--- config.mk ---
export PLATFORM = sky130hd
export DESIGN_NAME = ex_stage_ctrl
export DESIGN_NICKNAME = d
export VERILOG_FILES = /design/src/rtl/ex_stage_ctrl_pkg.sv /design/src/rtl/ex_stage_ctrl_md_busy_ctr.sv /design/src/rtl/ex_stage_ctrl.sv
export SDC_FILE = /design/constraint.sdc
export NUM_CORES = 1
export LEC_CHECK = 0
export ABC_AREA = 1
export BUFFER_PORTS_ARGS = -buffer_cell sky130_fd_sc_hd__buf_2
export CAP_MARGIN = 5
export CORE_MARGIN = 5
export CORE_UTILIZATION = 48
export DETAILED_ROUTE_END_ITERATION = 8
export HOLD_SLACK_MARGIN = 0.02
export PLACE_DENSITY = 0.9
export SLEW_MARGIN = 15
export SYNTH_ARGS = -nofsm -noshare
export SYNTH_HDL_FRONTEND = slang
export SYNTH_HIERARCHICAL = 1
export SYNTH_SLANG_ARGS = --single-unit
--- constraint.sdc ---
create_clock -name clk -period 2.1 [get_ports clk]
set_input_delay 0.105 -clock clk [delete_from_list [all_inputs] [get_ports clk]]
set_output_delay 0.105 -clock clk [all_outputs]
set_load 0.05 [all_outputs]
--- src/rtl/ex_stage_ctrl_pkg.sv ---
// Shared MIPS encodings for the pipeline controllers: opcode/funct constants,
// ALU and MDU operation codes, Tnew values and the E-stage instruction classes.
package ex_stage_ctrl_pkg;

    localparam logic [5:0] OP_RTYPE = 6'h00;
    localparam logic [5:0] OP_J     = 6'h02;
    localparam logic [5:0] OP_JAL   = 6'h03;
    localparam logic [5:0] OP_BEQ   = 6'h04;
    localparam logic [5:0] OP_BNE   = 6'h05;
    localparam logic [5:0] OP_ADDI  = 6'h08;
    localparam logic [5:0] OP_ADDIU = 6'h09;
    localparam logic [5:0] OP_SLTI  = 6'h0A;
    localparam logic [5:0] OP_SLTIU = 6'h0B;
    localparam logic [5:0] OP_ANDI  = 6'h0C;
    localparam logic [5:0] OP_ORI   = 6'h0D;
    localparam logic [5:0] OP_XORI  = 6'h0E;
    localparam logic [5:0] OP_LUI   = 6'h0F;
    localparam logic [5:0] OP_LB    = 6'h20;
    localparam logic [5:0] OP_LH    = 6'h21;
    localparam logic [5:0] OP_LW    = 6'h23;
    localparam logic [5:0] OP_LBU   = 6'h24;
    localparam logic [5:0] OP_LHU   = 6'h25;
    localparam logic [5:0] OP_SB    = 6'h28;
    localparam logic [5:0] OP_SH    = 6'h29;
    localparam logic [5:0] OP_SW    = 6'h2B;

    localparam logic [5:0] FN_SLL   = 6'h00;
    localparam logic [5:0] FN_SRL   = 6'h02;
    localparam logic [5:0] FN_SRA   = 6'h03;
    localparam logic [5:0] FN_JR    = 6'h08;
    localparam logic [5:0] FN_JALR  = 6'h09;
    localparam logic [5:0] FN_MFHI  = 6'h10;
    localparam logic [5:0] FN_MTHI  = 6'h11;
    localparam logic [5:0] FN_MFLO  = 6'h12;
    localparam logic [5:0] FN_MTLO  = 6'h13;
    localparam logic [5:0] FN_MULT  = 6'h18;
    localparam logic [5:0] FN_MULTU = 6'h19;
    localparam logic [5:0] FN_DIV   = 6'h1A;
    localparam logic [5:0] FN_DIVU  = 6'h1B;
    localparam logic [5:0] FN_ADDU  = 6'h21;
    localparam logic [5:0] FN_SUBU  = 6'h23;
    localparam logic [5:0] FN_AND   = 6'h24;
    localparam logic [5:0] FN_OR    = 6'h25;
    localparam logic [5:0] FN_XOR   = 6'h26;
    localparam logic [5:0] FN_NOR   = 6'h27;
    localparam logic [5:0] FN_SLT   = 6'h2A;
    localparam logic [5:0] FN_SLTU  = 6'h2B;

    localparam logic [3:0] ALU_ADD  = 4'd0;
    localparam logic [3:0] ALU_SUB  = 4'd1;
    localparam logic [3:0] ALU_OR   = 4'd2;
    localparam logic [3:0] ALU_AND  = 4'd3;
    localparam logic [3:0] ALU_XOR  = 4'd4;
    localparam logic [3:0] ALU_NOR  = 4'd5;
    localparam logic [3:0] ALU_SLT  = 4'd6;
    localparam logic [3:0] ALU_SLTU = 4'd7;
    localparam logic [3:0] ALU_SLL  = 4'd8;
    localparam logic [3:0] ALU_SRL  = 4'd9;
    localparam logic [3:0] ALU_SRA  = 4'd10;
    localparam logic [3:0] ALU_LUI  = 4'd11;

    localparam logic [1:0] MD_MULT  = 2'd0;
    localparam logic [1:0] MD_MULTU = 2'd1;
    localparam logic [1:0] MD_DIV   = 2'd2;
    localparam logic [1:0] MD_DIVU  = 2'd3;

    localparam logic [1:0] TNEW_0   = 2'd0;
    localparam logic [1:0] TNEW_1   = 2'd1;
    localparam logic [1:0] TNEW_2   = 2'd2;

    typedef enum logic [3:0] {
        CL_NONE, CL_R_ALU, CL_I_ALU, CL_LOAD, CL_STORE, CL_JAL, CL_JALR, CL_MFHL, CL_MD
    } iclass_e;

    // Any instruction that reads or writes HI/LO or starts the MDU.
    function automatic logic is_hilo_class(input logic [31:0] instr);
        if (instr[31:26] != OP_RTYPE) return 1'b0;
        case (instr[5:0])
            FN_MFHI, FN_MTHI, FN_MFLO, FN_MTLO,
            FN_MULT, FN_MULTU, FN_DIV, FN_DIVU: return 1'b1;
            default:                            return 1'b0;
        endcase
    endfunction

endpackage

--- src/rtl/ex_stage_ctrl_md_busy_ctr.sv ---
// Mult/div busy counter: loads the operation length on start and counts down
// to zero; busy while nonzero.
module ex_stage_ctrl_md_busy_ctr #(
    parameter int CNT_W = 4
) (
    input  logic             clk,
    input  logic             reset_n,
    input  logic             i_start,
    input  logic [CNT_W-1:0] i_len,
    output logic             o_busy
);

    logic [CNT_W-1:0] r_count;

    always_ff @(posedge clk or negedge reset_n) begin
        if (!reset_n)              r_count <= '0;
        else if (i_start)          r_count <= i_len;
        else if (r_count != '0)    r_count <= r_count - CNT_W'(1);
    end

    assign o_busy = (r_count != '0);

endmodule

--- src/rtl/ex_stage_ctrl.sv ---
// E-stage controller: D->E instruction register, E-stage control decode and
// mult/div issue tracking with the HI/LO stall request back to D.
module ex_stage_ctrl
    import ex_stage_ctrl_pkg::*;
#(
    parameter int DATA_W      = 32,
    parameter int RA_W        = 5,
    parameter int ALU_OP_W    = 4,
    parameter int MULT_CYCLES = 5,
    parameter int DIV_CYCLES  = 10,
    parameter int CNT_W       = 4
) (
    input  logic                clk,
    input  logic                reset_n,
    input  logic [DATA_W-1:0]   instr_d,
    input  logic                stall_i,
    input  logic                flush_i,
    output logic [DATA_W-1:0]   instr_e,
    output logic [ALU_OP_W-1:0] alu_op,
    output logic                alu_src_imm,
    output logic                is_link,
    output logic [RA_W-1:0]     rf_dst_e,
    output logic [1:0]          tnew_e,
    output logic                md_start,
    output logic [1:0]          md_op,
    output logic                md_busy,
    output logic                md_stall_d
);

    logic [DATA_W-1:0] r_instr_e;
    iclass_e           w_class;
    logic [3:0]        w_alu;
    logic [1:0]        w_md_op;
    logic [5:0]        w_op;
    logic [5:0]        w_fn;
    logic              w_busy;
    logic              w_start;
    logic [CNT_W-1:0]  w_len;

    always_ff @(posedge clk or negedge reset_n) begin
        if (!reset_n)               r_instr_e <= '0;
        else if (stall_i || flush_i) r_instr_e <= '0;
        else                        r_instr_e <= instr_d;
    end

    assign w_op = r_instr_e[31:26];
    assign w_fn = r_instr_e[5:0];

    // The all-zero word is the pipeline bubble; it must not decode as sll.
    always_comb begin
        w_class = CL_NONE;
        w_alu   = ALU_ADD;
        w_md_op = MD_MULT;
        if (r_instr_e != '0) begin
            case (w_op)
                OP_RTYPE: begin
                    case (w_fn)
                        FN_SLL:   begin w_class = CL_R_ALU; w_alu = ALU_SLL;  end
                        FN_SRL:   begin w_class = CL_R_ALU; w_alu = ALU_SRL;  end
                        FN_SRA:   begin w_class = CL_R_ALU; w_alu = ALU_SRA;  end
                        FN_ADDU:  begin w_class = CL_R_ALU; w_alu = ALU_ADD;  end
                        FN_SUBU:  begin w_class = CL_R_ALU; w_alu = ALU_SUB;  end
                        FN_AND:   begin w_class = CL_R_ALU; w_alu = ALU_AND;  end
                        FN_OR:    begin w_class = CL_R_ALU; w_alu = ALU_OR;   end
                        FN_XOR:   begin w_class = CL_R_ALU; w_alu = ALU_XOR;  end
                        FN_NOR:   begin w_class = CL_R_ALU; w_alu = ALU_NOR;  end
                        FN_SLT:   begin w_class = CL_R_ALU; w_alu = ALU_SLT;  end
                        FN_SLTU:  begin w_class = CL_R_ALU; w_alu = ALU_SLTU; end
                        FN_JALR:  w_class = CL_JALR;
                        FN_MFHI, FN_MFLO: w_class = CL_MFHL;
                        FN_MULT:  begin w_class = CL_MD; w_md_op = MD_MULT;  end
                        FN_MULTU: begin w_class = CL_MD; w_md_op = MD_MULTU; end
                        FN_DIV:   begin w_class = CL_MD; w_md_op = MD_DIV;   end
                        FN_DIVU:  begin w_class = CL_MD; w_md_op = MD_DIVU;  end
                        default:  ;
                    endcase
                end
                OP_JAL:            w_class = CL_JAL;
                OP_ADDI, OP_ADDIU: w_class = CL_I_ALU;
                OP_SLTI:  begin w_class = CL_I_ALU; w_alu = ALU_SLT;  end
                OP_SLTIU: begin w_class = CL_I_ALU; w_alu = ALU_SLTU; end
                OP_ANDI:  begin w_class = CL_I_ALU; w_alu = ALU_AND;  end
                OP_ORI:   begin w_class = CL_I_ALU; w_alu = ALU_OR;   end
                OP_XORI:  begin w_class = CL_I_ALU; w_alu = ALU_XOR;  end
                OP_LUI:   begin w_class = CL_I_ALU; w_alu = ALU_LUI;  end
                OP_LB, OP_LH, OP_LW, OP_LBU, OP_LHU: w_class = CL_LOAD;
                OP_SB, OP_SH, OP_SW:                 w_class = CL_STORE;
                default: ;
            endcase
        end
    end

    always_comb begin
        alu_src_imm = 1'b0;
        is_link     = 1'b0;
        rf_dst_e    = '0;
        tnew_e      = TNEW_0;
        case (w_class)
            CL_R_ALU, CL_MFHL: begin
                rf_dst_e = RA_W'(r_instr_e[15:11]);
                tnew_e   = TNEW_1;
            end
            CL_JALR: begin
                rf_dst_e = RA_W'(r_instr_e[15:11]);
                tnew_e   = TNEW_1;
                is_link  = 1'b1;
            end
            CL_JAL: begin
                rf_dst_e = RA_W'(31);
                tnew_e   = TNEW_1;
                is_link  = 1'b1;
            end
            CL_I_ALU: begin
                rf_dst_e    = RA_W'(r_instr_e[20:16]);
                tnew_e      = TNEW_1;
                alu_src_imm = 1'b1;
            end
            CL_LOAD: begin
                rf_dst_e    = RA_W'(r_instr_e[20:16]);
                tnew_e      = TNEW_2;
                alu_src_imm = 1'b1;
            end
            CL_STORE: alu_src_imm = 1'b1;
            default:  ;
        endcase
    end

    assign w_start = (w_class == CL_MD) && !w_busy;
    assign w_len   = (w_md_op == MD_DIV || w_md_op == MD_DIVU) ? CNT_W'(DIV_CYCLES)
                                                               : CNT_W'(MULT_CYCLES);

    ex_stage_ctrl_md_busy_ctr #(.CNT_W(CNT_W)) u_md_busy_ctr (
        .clk     (clk),
        .reset_n (reset_n),
        .i_start (w_start),
        .i_len   (w_len),
        .o_busy  (w_busy)
    );

    assign instr_e    = r_instr_e;
    assign alu_op     = ALU_OP_W'(w_alu);
    assign md_start   = w_start;
    assign md_op      = w_start ? w_md_op : 2'd0;
    assign md_busy    = w_busy;
    assign md_stall_d = is_hilo_class(32'(instr_d)) && (w_start || w_busy);

    // The D-side stall keeps a second MDU op out of E while one is running.
    a_no_issue_while_busy: assert property (@(posedge clk) disable iff (!reset_n)
        !((w_class == CL_MD) && w_busy))
        else $error("MDU op reached E while the MDU is busy");

endmodule
Word level (Yosys, flattened, before mapping):

Memory sizes are Yosys's and may differ from the RTL's.
Index checks and enable logic that the tools add are counted.

* memories kept: 1
* input port bits: 36
* register bits after elaboration: 36
* bits in read-only memories: 32

* add/sub/neg operators: 1
* eq/ne operators: 44
* multiplexer cells: 22
* reductions and logical operators: 23

Memory list
* (name not given): words 32, bits a word 1, read ports 1, clocked after memory_dff 0, write ports 0, line ex_stage_ctrl_pkg.sv:78 `case (instr[5:0])`

Operators with widths (count)
* 6-bit equality test (second input constant): 16
* 6-bit by 4-bit equality test with 1-bit output (second input constant): 9
* 4-bit case mux with 10 select lines: 1
* 6-bit by 5-bit equality test with 1-bit output (second input constant): 6
* 32-bit two-way mux: 1
* 32-bit nonzero test: 1
* 4-bit case mux with 7 select lines: 1
* 4-bit two-way mux: 5
* 4-bit case mux with 5 select lines: 1
* 6-bit by 2-bit equality test with 1-bit output (second input constant): 3
* 4-bit by 3-bit equality test with 1-bit output (second input constant): 4
* 4-bit case mux with 4 select lines: 1
* 5-bit case mux with 3 select lines: 1
* 6-bit zero test: 2
* 11-bit OR reduction: 1
* 5-bit OR reduction: 2
* 3-bit OR reduction: 3
* 4-bit by 2-bit equality test with 1-bit output (second input constant): 2
* 8-bit OR reduction: 1
* 1-bit two-way mux: 6
* 2-bit two-way mux: 3
* 2-bit case mux with 3 select lines: 1
* 6-bit nonzero test: 1
* 2-bit OR reduction: 3
* 11 further kinds: 15

Depth between registers and ports, before layout:

* word-level depth: 9
* gate-level depth with buffers: 13

By module:

The synthesis kept the hierarchy.

By module, submodules not included
* ex_stage_ctrl: area an instance 1813.0 µm², instances 1, cells an instance 261
* ex_stage_ctrl_md_busy_ctr: area an instance 261.5 µm², instances 1, cells an instance 34

Least setup slack after synthesis:

Ideal clock, no wire load.

* kind: reg-to-output
* start point: register r_instr_e[27] (netlist: instr_e[27])
* end point: output port alu_op[2]
* slack: -0.759 ns
* buffers on the path: 0
* cell stages (with the launch flop): 3
* arrival: 2.754 ns
* required time: 1.995 ns
* cell sequence: dfrtp_1 > nand2_2 > o311ai_0

* word-level cells in the longest chain between the ends: 3
* elaborated cells between the ends (all ways): 10
* those cells by class: 6 x eq/ne; 2 x mux; 2 x reduce/logical

Ends and longest elaborated chain
* start: declaration: line ex_stage_ctrl.sv:30 `logic [DATA_W-1:0] r_instr_e;`
* start signal: assignment: line ex_stage_ctrl.sv:43 `else r_instr_e <= instr_d;`
* 6-bit by 4-bit equality test with 1-bit output / 6-bit zero test (equally long branches): line ex_stage_ctrl.sv:55 `case (w_op)`
* 4-bit case mux with 7 select lines: line ex_stage_ctrl.sv:55
* 4-bit two-way mux *: line ex_stage_ctrl.sv:54 `if (r_instr_e != '0) begin`
* end: declaration: line ex_stage_ctrl.sv:19 `output logic [ALU_OP_W-1:0] alu_op,`

Mark *: on every way between the ends. The rest lies on a longest branch, timed or not.

Final worst setup path:

* start point: register r_instr_e[23] (netlist: instr_e[23])
* end point: output port rf_dst_e[1]

* word-level cells in the longest chain between the ends: 5
* elaborated cells between the ends (all ways): 11
* those cells by class: 6 x eq/ne; 2 x mux; 3 x reduce/logical

Ends and longest elaborated chain
* 32-bit nonzero test *: line ex_stage_ctrl.sv:54
* 4-bit two-way mux *: line ex_stage_ctrl.sv:54
* 4-bit by 3-bit equality test with 1-bit output (tied with other cells): line ex_stage_ctrl.sv:98 `case (w_class)`
* 3-bit OR reduction (no source line) / 2-bit OR reduction (equally long branches)
* 5-bit case mux with 3 select lines *: line ex_stage_ctrl.sv:98
* end: declaration: line ex_stage_ctrl.sv:22 `output logic [RA_W-1:0] rf_dst_e,`

Marked as above.

==> run metrics <==
max frequency 459 MHz; clock latency on the worst-skew pair 0.29 ns; Critical Path Start instr_e[23]; failing checks setup timing; final slew viol count 0; routed vias/inst 5.29; Min-Delay Path Class in2reg; most numerous cell on the critical path nand2_1; total number of vias 2,449; crit-path max FO 5; leakage power 1.84 nW; WL/cell 16.1 µm; initial antenna violation count 0; FP Rows 24; diode count 0; reg2reg path depth 12; global-route wire length before repair 10,000 µm; warnings from Yosys 6; Hold Fails Final Rpt 0; total CTS buffers 5; vias in the first global route 2,181; post-route worst setup slack -0.0772 ns; Detailed Routing Iterations Pass 1 6; die area 0.00574 mm²; placed insts 428; run status complete, but fails checks; syn avg cell area 7.03 µm²; clk_skew 0.00776 ns; CP Buf/Inv Count 1; Critical Path RT 2.00 ns; Worst Hold Launch instr_d[4]; Post-Syn Nets 333; layout overhead on the synthesized area 51.3%; share of layout cells above drive strength 1 43.3%; DIE HEIGHT 75.7 µm; worst setup path endpoint rf_dst_e[1]; Worst R2R Start instr_e[1]; DR iter-0 viols 336; worst reg2reg setup slack 0.33 ns; antenna-violating nets left 0; Finish-stage setup viols 7; H-Tree Depth 2; post-DP HPWL 4380 µm; Routability Congestion 0.902; Final period util 104%; clock-pin slew on the worst setup and hold paths 0.08 ns; CTS max path bufs 2; synthesis-stage register bit count 36; final wirelength 7470 µm; critical path class reg2out; Reg2Reg Capture Point u_md_busy_ctr/r_count[1]; library cells used by synthesis 30; CP Capture Type output port; FILL cells 280; TritonCTS Sinks 36; Mapped Area 0.00207 mm²; Starting Density 48.7%; Total GRT Usage 23.5%; post-route minimum period 2.18 ns; Worst path slowest cell dfrtp_1; port buffer count 85; DRC viols 0; non-filler cells, final 463; Worst path max stage delay 0.40 ns; core box area 0.00426 mm²; Max Cap Viol 0; RSZ-0062 raised after global routing yes; IO Pins 86; crit path DAT 2.07 ns; Die X 75.7 µm; Least-Margin Pin Slew 0.833 ns; Pwr Density 709 mW/mm²; grt total ovfl 0; Gate Count Post-Synth 295; post-synthesis sequential area ratio 43.4%; CTS tree built; largest net degree at the start of global routing 37; Pwr Total 2.23 mW; root buffer cell clkbuf_8; CP delay by family, top simple AND/OR/NAND/NOR gates; peak supply drop 446 µV; Final Net Count 448; Slew HR 44.4%; CP Depth 12; crit path cell chain nor2_1, nand2_1, nor2_1, nand2_2, nor2_4, nor2_2, nor2_2, nand3_2, nand2_4, nand2_1, nand2_1, buf_6; CP startpoint kind flip-flop
[cells by family after synthesis]
group           share of synthesized area [%]
simple gates                             37.1
buf+inv                                  11.5
fa+ha+maj                                1.21
flops                                    43.4
compound gates                           6.33
xor+xnor                                0.422
[area by class of cell]
class	count	area, µm²	share of cell area (%)
Clock buffer	5	68.8	2.19
Inverter	59	226	7.21
Sequential cell	36	915	29.1
Clock inverter	3	42.5	1.36
Timing Repair Buffer	112	718	22.9
Multi-Input combinational cell	196	1100	35.2
Tap cell	52	65.1	2.07
[power breakdown]
| part | switching, mW | internal [mW] | leakage (nW) |
|---|---|---|---|
| Sequential | 0.0674 | 0.759 | 0.462 |
| Clock | 0.265 | 0.351 | 0.0541 |
| Combinational | 0.523 | 0.260 | 1.32 |
[layout by cell type, fill, tap and decap left out, types with 3 or more instances in the layout]
master          n
nand2_2        14
o21ai_0         4
nor2_1         49
nand2_1        52
buf_4           8
o21ai_1         3
nor2_2         14
inv_2           8
a21oi_1         8
nand3_2         4
dlygate4sd3_1  20
buf_2          78
nand3_1        10
nand2_4         4
clkbuf_8        5
inv_1          50
buf_6           6
dfrtp_2        11
dfrtp_1        25
nor2_4         16
nor3_1          3
[what timing repair did]
| item | in CTS | in global routing |
|---|---|---|
| buffers inserted | 0 | 7 |
| hold buffers | 18 | 2 |
| endpoints found under the hold margin | 53 | 2 |
| setup endpoints to repair | 6 | 15 |
| pin swaps | 0 | 14 |
| gates resized for setup | 7 | 67 |
[metrics by stage]
stage | setup TNS [ns] | setup slack, ns | hold WS (ns) | cell area, µm² | util [%]
after detailed placement | 0 | 0.260 | 0.235 | 2560 | 60.1
after global routing | -0.672 | -0.151 | 0.0249 | 3140 | 73.6
after floorplan | -2.17 | -0.328 | -0.191 | 2090 | -
after CTS | 0 | 0.0147 | 0.0208 | 2880 | 67.4
final | -0.230 | -0.0772 | 0.0259 | 3140 | 73.6
after global placement | 0 | 0.333 | 0.222 | 2560 | 60.1
[synth_stat cells]
cell type	n	area share (%)
nor2_2	7	2.1
nand4_1	1	0.30
inv_4	1	0.30
o311ai_0	1	0.42
nor2_1	69	12
nor3_1	4	0.97
ha_1	2	1.2
o21ai_0	4	0.97
clkbuf_1	4	0.72
nor2_4	3	1.6
a21oi_4	1	0.78
xnor2_1	1	0.42
nand2_4	1	0.54
o211ai_1	1	0.36
nand3_1	11	2.7
or2_2	1	0.30
inv_1	53	9.6
nand2_2	8	2.4
and3_1	1	0.30
nand2_1	61	11
o21ai_1	3	0.72
o221ai_1	1	0.42
nand4_2	1	0.60
nand3_2	3	1.4
a21oi_1	8	1.9
nor4_1	1	0.30
a31oi_1	1	0.30
o21ai_2	1	0.42
inv_2	5	0.90
dfrtp_1	36	43
[worst min path at each step]
stage                   to  slack [ns]  depth (start not counted)
2_1_floorplan   instr_e[0]       -0.19                          0
3_3_place_gp    instr_e[6]        0.22                          1
3_5_place_dp    instr_e[7]        0.24                          1
4_1_cts        instr_e[27]        0.02                          3
5_1_grt        instr_e[10]        0.02                          3
6_report        instr_e[4]        0.03                          3
[routing by layer]
metal	wire length [µm]	vias to the layer above	global-route usage (%)
met4	315	0	11.3
met2	3770	183	39.9
met1	2570	1106	27.9
li1	-	1115	-
met3	817	45	5.54
met5	0	-	0
[worst min-delay path, cell delays in order]
cell and delay, ns:
buf_2 0.11, inv_1 0.04, nor2_1 0.03
[registers in the layout (all words and copies together) (netlist names)]
signal and flops:
instr_e 32, u_md_busy_ctr/r_count 4
No activity file was read; power rests on OpenSTA's default activity.
